File: src/rtl/seq_comparator.sv
// Bit-serial magnitude comparator: scans latched operands MSB first, one bit pair
// per cycle, and stops at the first differing bit.
module seq_comparator #(
  parameter int WIDTH  = 8,
  parameter int SIGNED = 0
) (
  input  logic             clk,
  input  logic             rst_n,
  input  logic             start,
  input  logic [WIDTH-1:0] A,
  input  logic [WIDTH-1:0] B,
  output logic             busy,
  output logic             done,
  output logic             C2,
  output logic             C1,
  output logic             C0
);

  localparam int             IW  = (WIDTH > 1) ? $clog2(WIDTH) : 1;
  localparam logic [IW-1:0]  TOP = IW'(WIDTH - 1);
  localparam bit             SGN = (SIGNED != 0);

  typedef enum logic [1:0] {
    IDLE = 2'd0,
    SCAN = 2'd1,
    DONE = 2'd2
  } state_t;

  state_t           state, state_nxt;
  logic [WIDTH-1:0] a_q, b_q;
  logic [IW-1:0]    idx;
  logic             load, finish;
  logic             bit_a, bit_b;

  // Result as {C2, C1, C0}. In two's complement a 1 in the sign bit means the
  // smaller value, so a difference there flips the sense.
  function automatic logic [2:0] decide(input logic ba, input logic bb, input logic at_msb);
    logic gt;
    if (ba == bb) return 3'b100;
    gt = ba ^ (SGN & at_msb);
    return {1'b0, gt, ~gt};
  endfunction

  assign bit_a = a_q[idx];
  assign bit_b = b_q[idx];

  always_comb begin
    state_nxt = state;
    load      = 1'b0;
    finish    = 1'b0;
    case (state)
      IDLE: begin
        if (start) begin
          state_nxt = SCAN;
          load      = 1'b1;
        end
      end
      SCAN: begin
        if ((bit_a != bit_b) || (idx == '0)) begin
          state_nxt = DONE;
          finish    = 1'b1;
        end
      end
      DONE: begin
        load      = start;
        state_nxt = start ? SCAN : IDLE;
      end
      default: state_nxt = IDLE;
    endcase
  end

  always_ff @(posedge clk or negedge rst_n) begin
    if (!rst_n) state <= IDLE;
    else        state <= state_nxt;
  end

  always_ff @(posedge clk or negedge rst_n) begin
    if (!rst_n) begin
      a_q          <= '0;
      b_q          <= '0;
      idx          <= '0;
      {C2, C1, C0} <= 3'b000;
    end else begin
      if (load) begin
        a_q <= A;
        b_q <= B;
        idx <= TOP;
      end else if (state == SCAN && !finish) begin
        idx <= idx - IW'(1);
      end
      if (finish) {C2, C1, C0} <= decide(bit_a, bit_b, idx == TOP);
    end
  end

  assign busy = (state == SCAN);
  assign done = (state == DONE);

endmodule
File: config.mk
export PLATFORM = sky130hd
export DESIGN_NAME = seq_comparator
export DESIGN_NICKNAME = d
export VERILOG_FILES = /design/src/rtl/seq_comparator.sv
export SDC_FILE = /design/constraint.sdc
export NUM_CORES = 1
export LEC_CHECK = 0
export CAP_MARGIN = 0
export CELL_PAD_IN_SITES_DETAIL_PLACEMENT = 0
export CELL_PAD_IN_SITES_GLOBAL_PLACEMENT = 1
export CORE_MARGIN = 2
export CORE_UTILIZATION = 43
export DETAILED_ROUTE_END_ITERATION = 7
export HOLD_SLACK_MARGIN = 0.06
export PLACE_DENSITY = 0.84
export SETUP_SLACK_MARGIN = 0.5
export SLEW_MARGIN = 20
export SYNTH_ARGS = -nofsm -noshare
export SYNTH_HDL_FRONTEND = slang
export SYNTH_SLANG_ARGS = --single-unit
File: constraint.sdc
create_clock -name clk -period 3.2 [get_ports clk]
set_input_delay 0.64 -clock clk [delete_from_list [all_inputs] [get_ports clk]]
set_output_delay 0.64 -clock clk [all_outputs]
set_load 0.01 [all_outputs]
==> impl_metrics.env <==
export IMPL_run_status="complete, no violations"
export IMPL_start_kind="flop"
export IMPL_antenna_found_initial=0
export IMPL_clk_latency_ns=0.32
export IMPL_antenna_left=0
export IMPL_max_stage_delay_ns=0.58
export IMPL_port_buffers=23
export IMPL_r2r_slack_ns=0.96
export IMPL_grt_usage=0.129
export IMPL_wl_um=1730
export IMPL_post_cts_setup_buffer_count=0
export IMPL_rsz0062_at_grt="no"
export IMPL_clockRootBuffer="clkbuf_4"
export IMPL_die_area_um2=3060
export IMPL_grt_overflow=0
export IMPL_synth_nets=103
export IMPL_ff2ff_path_depth=6
export IMPL_yosysSeqAreaShare=0.530
export IMPL_cts_made_buffers=3
export IMPL_min_path_type="reg2reg"
export IMPL_cp_max_fo=7
export IMPL_finalCritPeriodShare=0.699
export IMPL_cts_tree="done"
export IMPL_place_gp_congestion=0.773
export IMPL_cts_max_level=1
export IMPL_synth_distinct_cells=18
export IMPL_crit_chain="mux4_1, nand2_1, and2_1, ha_1, a21oi_2, mux2_1"
export IMPL_ys_seq_elements=24
export IMPL_avgSynthCellArea_um2=14.2
export IMPL_tightestPinTransition_ns=0.297
export IMPL_syn_to_final_growth_pct=26.3
export IMPL_via_count=684
export IMPL_netlist_area_um2=1130
export IMPL_skew_ns=0.00131
export IMPL_max_freq_ghz=0.447
export IMPL_layout_commonest_cell="dfrtp_1"
export IMPL_synth_flop_cell="dfrtp_1"
export IMPL_r2r_start="idx[0]"
export IMPL_hold_start="b_q[1]"
export IMPL_final_cell_mix="24 x dfrtp_1, 23 x clkdlybuf4s50_1, 18 x mux2_1"
export IMPL_stdcell_area_um2=1430
export IMPL_hpwl_um=1350
export IMPL_grt_pass1_wl_um=3130
export IMPL_end_kind="flop"
export IMPL_io_pins=24
export IMPL_worstPathArrival_ns=2.45
export IMPL_min_period_ns=2.24
export IMPL_final_util=0.578
export IMPL_cts_clk_slew_worst_paths_ns=0.12
export IMPL_cellLeakagePower_uw=0.000652
export IMPL_cap_violations=0
export IMPL_wire_per_inst_um=12.7
export IMPL_core_area_um2=2480
export IMPL_p_per_area_nw_per_um2=836
export IMPL_drc=0
export IMPL_start_util=0.458
export IMPL_die_x_um=55.3
export IMPL_grt_pass1_vias=698
export IMPL_rows=18
export IMPL_cts_resized=0
export IMPL_hold_buffers=0
export IMPL_relSlewSlack=0.802
export IMPL_ys_warn_count=0
export IMPL_drv_slew=0
export IMPL_clockBufferDepth=2
export IMPL_die_height_um=55.3
export IMPL_vias_per_cell=5.03
export IMPL_synth_edf_count=0
export IMPL_clock_sinks=24
export IMPL_nets=130
export IMPL_async_reset_ff_frac=1.00
export IMPL_worstPathRequired_ns=3.42
export IMPL_drt_iter0_drc=10
export IMPL_hold_viol=0
export IMPL_syn_inst=80
export IMPL_diodes=0
export IMPL_hold_end="b_q[1]"
export IMPL_first_pass_iters=4
export IMPL_drive_gt1_frac=0.0849
export IMPL_grt_max_degree=25
export IMPL_setup_violations=0
export IMPL_timing_rr_end="C1"
export IMPL_hold_depth=1
export IMPL_place_area_um2=1400
export IMPL_crit_slowest_cell="mux4_1"
export IMPL_ir_worst_vdd_v=0.000399
export IMPL_worstSetupPathType="reg2reg"
export IMPL_timing_setup_tns_ns=0
[routing by layer]
| layer | global-route usage | vias up | wire length [um] |
|---|---|---|---|
| li1 | - | 338 | - |
| met1 | 0.169 | 321 | 788 |
| met2 | 0.209 | 23 | 816 |
| met3 | 0.0234 | 2 | 99 |
| met4 | 0.0523 | 0 | 27 |
| met5 | 0 | - | 0 |
[worst max-delay path by stage]
stage / slack, ns / cells past startpoint / from / to
floorplan: 1.12 / 7 / idx[0] / C0
global placement: 1.01 / 6 / idx[0] / C1
detailed placement: 0.97 / 6 / idx[0] / C1
CTS: 0.95 / 6 / idx[0] / C0
global route: 0.81 / 6 / idx[0] / C1
finish: 0.96 / 6 / idx[0] / C1
[logic make-up (layout without fill, tap and decap cells)]
family                   Yosys count  count (layout)  share of synthesized area
buffers and inverters              6              32                     0.0287
multiplexers                      25              25                      0.298
flip-flops                        24              24                      0.530
adder cells (fa/ha/maj)            4               4                     0.0442
AO/OA/AOI/OAI                      2               2                     0.0155
AND/OR/NAND/NOR                   19              19                     0.0839
[flip-flops by register name, indices dropped and copies added, names as in the netlist]
| name | cells |
|---|---|
| a_q | 8 |
| b_q | 8 |
| idx | 3 |
| state | 2 |
| C0 | 1 |
| C1 | 1 |
| C2 | 1 |
[synth_stat cells (2+ instances only)]
cell	number	share of area
and2_1	2	0.011
mux2_1	18	0.18
ha_1	4	0.044
mux4_1	4	0.093
mux2i_1	3	0.026
buf_2	2	0.0088
nand2_1	6	0.020
nor2_1	3	0.0099
nor2b_1	3	0.017
dfrtp_1	24	0.53
inv_2	2	0.0066
nand2b_1	3	0.017
[power breakdown]
part / switching [uW] / leakage [uW] / internal (uW)
logic: 207 / 0.000352 / 300
clock network: 89.6 / 0.0000210 / 69.6
registers: 84.8 / 0.000279 / 446
[critical path: cells and delay by family, from the launching register on]
kind | cells | cell delay (ns)
muxes | 2 | 0.92
DFF | 1 | 0.50
adders and majority gates | 1 | 0.27
AOI/OAI and AO/OA | 1 | 0.23
and+or+nand+nor | 2 | 0.21
[final cells by class]
| class | count | area (um2) |
|---|---|---|
| Inverter | 3 | 11.3 |
| Tap cell | 30 | 37.5 |
| Multi-Input combinational cell | 50 | 500 |
| Clock buffer | 4 | 36.3 |
| Fill cell | 215 | 1050 |
| Sequential cell | 24 | 601 |
| Timing Repair Buffer | 25 | 245 |
[through the flow]
stage / hold slack [ns] / setup WS, ns / total power (uW) / cells
after floorplan: 0.344 / 1.12 / 905 / 80
after global placement: 0.463 / 1.01 / 1040 / 132
after detailed placement: 0.469 / 0.971 / 1060 / 132
after CTS: 0.499 / 0.946 / 1220 / 136
after global routing: 0.519 / 0.812 / 1310 / 136
final: 0.495 / 0.964 / 1200 / 136
(Power assumes the default switching activity.)
